**src/rtl/uart_tx_buffer_pkg.sv**
```systemverilog
// Shared types for the UART transmit buffer.
// Latency: n/a (types and constants only).
// Backpressure: n/a.
package uart_tx_buffer_pkg;

  localparam int TXB_DATA_WIDTH = 8;

  // Transmit sequencer state: either waiting for data or holding a byte
  // on the core handshake until it is acknowledged.
  typedef enum logic {
    TXB_IDLE = 1'b0,
    TXB_SEND = 1'b1
  } txb_state_t;

endpackage

```
**src/rtl/uart_tx_buffer_fifo.sv**
```systemverilog
// Synchronous single-clock FIFO with push/pop/flush and a registered head word.
// Latency: a push into an empty FIFO is visible on head/count one cycle later.
// Backpressure: push ignored when full, pop ignored when empty; flush overrides both.
// Ports: clk, rst (sync, active-high); push/push_data, pop, flush;
//        head (oldest entry), count, full, empty.
module uart_tx_buffer_fifo #(
  parameter int ADDR_WIDTH = 4,
  parameter int DATA_WIDTH = 8
) (
  input  logic                  clk,
  input  logic                  rst,
  input  logic                  push,
  input  logic [DATA_WIDTH-1:0] push_data,
  input  logic                  pop,
  input  logic                  flush,
  output logic [DATA_WIDTH-1:0] head,
  output logic [ADDR_WIDTH:0]   count,
  output logic                  full,
  output logic                  empty
);

  localparam int DEPTH = 1 << ADDR_WIDTH;
  localparam logic [ADDR_WIDTH:0] DEPTH_CNT = (ADDR_WIDTH + 1)'(DEPTH);

  logic [DATA_WIDTH-1:0] mem [DEPTH];
  logic [ADDR_WIDTH-1:0] wr_ptr;
  logic [ADDR_WIDTH-1:0] rd_ptr;
  logic [ADDR_WIDTH-1:0] rd_ptr_nxt;
  logic                  do_push;
  logic                  do_pop;

  // Status comes from the occupancy counter, never from pointer compare.
  assign full  = (count == DEPTH_CNT);
  assign empty = (count == '0);

  // full is sampled before any same-cycle pop, so a full FIFO rejects the
  // write even while it is being drained.
  assign do_push    = push & ~full & ~flush;
  assign do_pop     = pop & ~empty & ~flush;
  assign rd_ptr_nxt = do_pop ? rd_ptr + 1'b1 : rd_ptr;

  always_ff @(posedge clk) begin
    if (do_push) begin
      mem[wr_ptr] <= push_data;
    end
  end

  always_ff @(posedge clk) begin
    if (rst || flush) begin
      wr_ptr <= '0;
      rd_ptr <= '0;
      count  <= '0;
    end else begin
      if (do_push) wr_ptr <= wr_ptr + 1'b1;
      rd_ptr <= rd_ptr_nxt;
      case ({do_push, do_pop})
        2'b10:   count <= count + 1'b1;
        2'b01:   count <= count - 1'b1;
        default: count <= count;
      endcase
    end
  end

  // Head tracks mem[rd_ptr] one cycle ahead. When the word being written
  // lands exactly at the next read slot (empty FIFO, or last word popped
  // while a new one arrives) the RAM still holds stale data, so bypass.
  always_ff @(posedge clk) begin
    if (rst) begin
      head <= '0;
    end else if (do_push && (wr_ptr == rd_ptr_nxt)) begin
      head <= push_data;
    end else begin
      head <= mem[rd_ptr_nxt];
    end
  end

endmodule

```
**src/rtl/uart_tx_buffer.sv**
```systemverilog
// Byte queue between the bus write strobe and the UART TX core en/data/ack handshake.
// Latency: write into empty FIFO at edge N -> count=1 after N, tx_en/tx_data after N+1.
// Backpressure: writes while full are dropped and set sticky overflow; core paces via tx_ack.
// Ports: clk, rst (sync, active-high); wr_en/wr_data, flush, clr_err from the bus;
//        tx_en/tx_data/tx_busy/tx_ack to the TX core; count/full/empty/idle/overflow status.
module uart_tx_buffer
  import uart_tx_buffer_pkg::*;
#(
  parameter int ADDR_WIDTH = 4
) (
  input  logic                clk,
  input  logic                rst,
  input  logic                wr_en,
  input  logic [7:0]          wr_data,
  input  logic                flush,
  input  logic                clr_err,
  output logic                tx_en,
  output logic [7:0]          tx_data,
  input  logic                tx_busy,
  input  logic                tx_ack,
  output logic [ADDR_WIDTH:0] count,
  output logic                full,
  output logic                empty,
  output logic                idle,
  output logic                overflow
);

  txb_state_t                state;
  logic [TXB_DATA_WIDTH-1:0] head;
  logic                      pop;
  logic                      drop;

  // Pop whenever the core can take a byte: immediately from IDLE, or on the
  // ack of the current frame so the next one follows with no gap. Flush
  // discards the queue, so nothing is popped in that cycle.
  assign pop  = ~flush & ~empty &
                ((state == TXB_IDLE) | ((state == TXB_SEND) & tx_ack));
  // A write lost to flush is intentional and does not count as overflow.
  assign drop = wr_en & full & ~flush;
  assign idle = empty & (state == TXB_IDLE) & ~tx_busy;

  uart_tx_buffer_fifo #(
    .ADDR_WIDTH (ADDR_WIDTH),
    .DATA_WIDTH (TXB_DATA_WIDTH)
  ) u_fifo (
    .clk       (clk),
    .rst       (rst),
    .push      (wr_en),
    .push_data (wr_data),
    .pop       (pop),
    .flush     (flush),
    .head      (head),
    .count     (count),
    .full      (full),
    .empty     (empty)
  );

  // Set wins over clear when both happen in one cycle.
  always_ff @(posedge clk) begin
    if (rst) begin
      overflow <= 1'b0;
    end else if (drop) begin
      overflow <= 1'b1;
    end else if (clr_err) begin
      overflow <= 1'b0;
    end
  end

  always_ff @(posedge clk) begin
    if (rst) begin
      state   <= TXB_IDLE;
      tx_en   <= 1'b0;
      tx_data <= 8'h00;
    end else begin
      case (state)
        TXB_IDLE: begin
          if (pop) begin
            tx_data <= head;
            tx_en   <= 1'b1;
            state   <= TXB_SEND;
          end
        end
        TXB_SEND: begin
          if (tx_ack) begin
            if (pop) begin
              tx_data <= head;
            end else begin
              tx_en <= 1'b0;
              state <= TXB_IDLE;
            end
          end
        end
        default: begin
          tx_en <= 1'b0;
          state <= TXB_IDLE;
        end
      endcase
    end
  end

endmodule

```
**config.mk**
```make
export PLATFORM = sky130hd
export DESIGN_NAME = uart_tx_buffer
export DESIGN_NICKNAME = d
export VERILOG_FILES = /design/src/rtl/uart_tx_buffer_pkg.sv /design/src/rtl/uart_tx_buffer_fifo.sv /design/src/rtl/uart_tx_buffer.sv
export SDC_FILE = /design/constraint.sdc
export NUM_CORES = 1
export LEC_CHECK = 0
export ABC_AREA = 1
export CORE_ASPECT_RATIO = 1.5
export CORE_MARGIN = 3
export CORE_UTILIZATION = 60
export CTS_BUF_LIST = sky130_fd_sc_hd__clkbuf_4 sky130_fd_sc_hd__clkbuf_8 sky130_fd_sc_hd__clkbuf_16
export DETAILED_ROUTE_END_ITERATION = 10
export PLACE_DENSITY = 0.79
export SLEW_MARGIN = 20
export SYNTH_ARGS = -nofsm -noshare
export SYNTH_HDL_FRONTEND = slang
export SYNTH_SLANG_ARGS = --single-unit
```
**constraint.sdc**
```tcl
create_clock -name clk -period 2.55 [get_ports clk]
set_input_delay 0.255 -clock clk [delete_from_list [all_inputs] [get_ports clk]]
set_output_delay 0.255 -clock clk [all_outputs]
set_load 0.01 [all_outputs]
```
==> results.md <==
- Status: finished, final reports clean
- Placed inst area: ~7900 um2
- Setup Buffers After CTS: 0
- Die ar.: roughly 14,000 um2
- Critical Path AT: approximately 2700 ps
- Leak Pwr: approximately 3.5 nW
- DR WL/cell: ~19 um
- Share of the yosys chip area belonging to registers: 0.611
- First-pass GRT wire length: 27,400 um
- Die span in y: between 100 and 150 um
- Global Route Usage Sum: 0.273
- Combinational cell fraction of total power: 0.132
- Detailed Routing Iterations Pass 1: 5
- Diode count: 0
- Via density: just under 6
- Critical path class: reg2reg
- Slowest cell on the critical path: dfxtp_1
- Worst min path class: reg2reg
- Die Wd: about 96 um
- Fin nets: a little under 800
- Psw: roughly 1.6 mW
- Total grt overflow: 0
- H-tree depth reported by CTS: 4
- Rows: 48
- Max cap viols: 0
- Net Sw Frac: 0.253
- Crit share post-route: 0.904
- Cts bufs inserted: 17
- Cells after Synth: between 700 and 800
- Initial antenna violation count: 0
- Fin Hold WS: 446 ps
- Avg Inst Size Synth: 10.2 um2
- Hold buffers post-CTS: 0
- Hold Fails Final Rpt: 0
- FF/Latch Area: ~4500 um2
- Int Pwr: between 4 and 5 mW
- Slew Viols, Final: 0
- Top Family by Delay on Critical Path: compound AO/OA/AOI/OAI gates
- Slew at the pin with the worst max-slew slack: 846 ps
- CTS tree: built
- Vias: 5,458
- Largest area contributor in the netlist: edfxtp_1
- Sequential power share: 0.460
- Initial core utilization: 0.627
- Max-slew headroom: 0.434
- Worst r2r path cells: 15
- Hold Crit Depth: 2
- Largest net degree at the start of global routing: about 50
- Area of the mapped netlist: 7340 um2
- Clk sinks: 160
- Flops & latches, synth: 160
- Most common cell after layout, fill and taps aside: nand3_1
- Design Power: roughly 6.3 mW
- Max incr delay on CP: 470 ps
- Post-DP HPWL: 11,000 um
- Port buffer count: 32
- Cell mode on critical path: o21ai_0
- Unrepaired setup endpoints after global routing: no
- # setup viols final: 0
- Crit Path Max Fanout: 7
- Area of the multi-input gates: between 2000 and 2500 um2
- Area share of the largest cell type after synthesis: 0.524
- Clk Latency, worst-skew pair: around 420 ps
- Initial DRC Count: around 610
- CTS Buffer Depth: 2
- Share of cells above drive strength 1: 0.112
- Reg clk slew, reported paths: roughly 60 ps
- CP Buf/Inv Count: 2
- Startpoint Class: flop
- WP data required: approximately 2900 ps
- Power Density: between 700 and 800 nW/um2
- Fin area: roughly 8500 um2
- FILL cells: between 800 and 900
- Core Region: around 12,000 um2
- Crit. path cell count: 15
- P&R area growth vs syn: 16.3%
- Crit path time final: between 2000 and 2500 ps
- Fmax: approximately 430 MHz
- CP endpoint kind: flop
- CTS resizes: 0
- Worst Skew: 7.42 ps
- Routability cong.: between 0.9 and 1
- Clk pwr share: 0.408
- Post-synthesis cell type count: 31
- Syn Nets: approximately 740
- # IOs: 33
- Cell count after placement: between 900 and 1,000
- Critical path, cell by cell: nor2_4 -> nand3_4 -> nand3_4 -> inv_2 -> ha_1 -> xor2_2 -> ha_1 -> inv_1 -> nand2_1 -> nand2_1 -> o21ai_0 -> o21ai_0 -> a21oi_1 -> o21ai_0 -> a21oi_1
- Area contributors post-synth: edfxtp_1 52%, nand3_1 9.1%, dfxtp_1 8.7%, nand2_1 6.0%, nand3b_1 5.7%
- Worst IR Drop VDD: between 0.4 and 0.5 mV
- Final Core Density: 0.729
- Drc violations: 0
- Vias in the first global route: 5,441
- Synth warn: 0
- Non-filler instance count after layout: a little over 900
- ANT nets after route: 0
- Commonest cells after routing, fill and taps aside: 134 x nand3_1, 128 x edfxtp_1, 118 x nand2_1
- Clk root buf: clkbuf_16
- WL final: around 17,000 um
[power groups by stage]
stage / registers, mW / logic (mW) / clock network, mW
after CTS: 2.90 / 0.821 / 2.59
final: 2.90 / 0.836 / 2.57
after global routing: 2.91 / 0.918 / 2.72
after detailed placement: 2.96 / 0.808 / 0
after floorplan: 2.96 / 0.564 / 0
after global placement: 2.95 / 0.780 / 0
[cells by family (layout without fill, tap and decap cells)]
logic type / count (synthesis) / after routing / share of synthesized area
DFF: 160 / 160 / 0.611
and+or+nand+nor: 373 / 373 / 0.252
AOI/OAI and AO/OA: 30 / 30 / 0.0220
xor gates and xnor gates: 7 / 7 / 0.00938
buffers and inverters: 141 / 207 / 0.0919
adders and majority gates: 8 / 8 / 0.0136
[final timing paths]
| kind | start | endpoint | slack, ps |
|---|---|---|---|
| setup / recovery | u_fifo.count[3] | u_fifo.count[4] | 240 |
| hold / removal | u_fifo.head[6] | tx_data[6] | 450 |
| setup reg to reg | u_fifo.count[3] | u_fifo.count[4] | 240 |
| hold reg to reg | u_fifo.head[6] | tx_data[6] | 450 |
[cells in the mapped netlist, drive strengths merged]
cell type and count:
nand3 137, edfxtp 128, nand2 124, inv 105, nand3b 56, nor2 51
buf 34, dfxtp 32, a21oi 17, o21ai 9, ha 8, xor2 5
nand4 4, clkbuf 2, xnor2 2, a31oi 1, nor3 1, o21a 1
o221ai 1, o311ai 1
[state kept, by name, summed over array words and instances, names as in the netlist]
| register | cells |
|---|---|
| u_fifo.mem | 128 |
| state | 1 |
| u_fifo.head | 8 |
| u_fifo.count | 5 |
| tx_data | 8 |
| u_fifo.rd_ptr | 4 |
| tx_en | 1 |
| u_fifo.wr_ptr | 4 |
| overflow | 1 |
[through the flow]
| stage | TNS, ps | setup WS [ps] |
|---|---|---|
| 2_1_floorplan | 0 | 237 |
| 3_3_place_gp | 0 | 77.8 |
| 3_5_place_dp | -5.65 | -5.65 |
| 4_1_cts | 0 | 155 |
| 5_1_grt | 0 | 14.2 |
| 6_report | 0 | 245 |
[metal layers]
metal,share of wire,GRT usage
met1,0.36,0.321
met2,0.51,0.456
met3,0.076,0.0578
met4,0.052,0.156
met5,0,0
[worst register-to-register path, delay by kind of cell, from the launching register on]
family / cells / cell delay [ps]
flip-flops: 1 / 470
AO/OA/AOI/OAI: 5 / 710
adder cells (fa/ha/maj): 2 / 360
AND/OR/NAND/NOR: 5 / 400
buffers and inverters: 2 / 100
XOR/XNOR: 1 / 180
[final cells by class]
class	count	share of cell area
Tap cell	150	0.0220
Timing Repair Buffer	70	0.0768
Clock inverter	15	0.0213
Inverter	105	0.0462
Clock buffer	17	0.0499
Multi-Input combinational cell	418	0.258
Sequential cell	160	0.526
No activity file was read; power rests on OpenSTA's default activity.
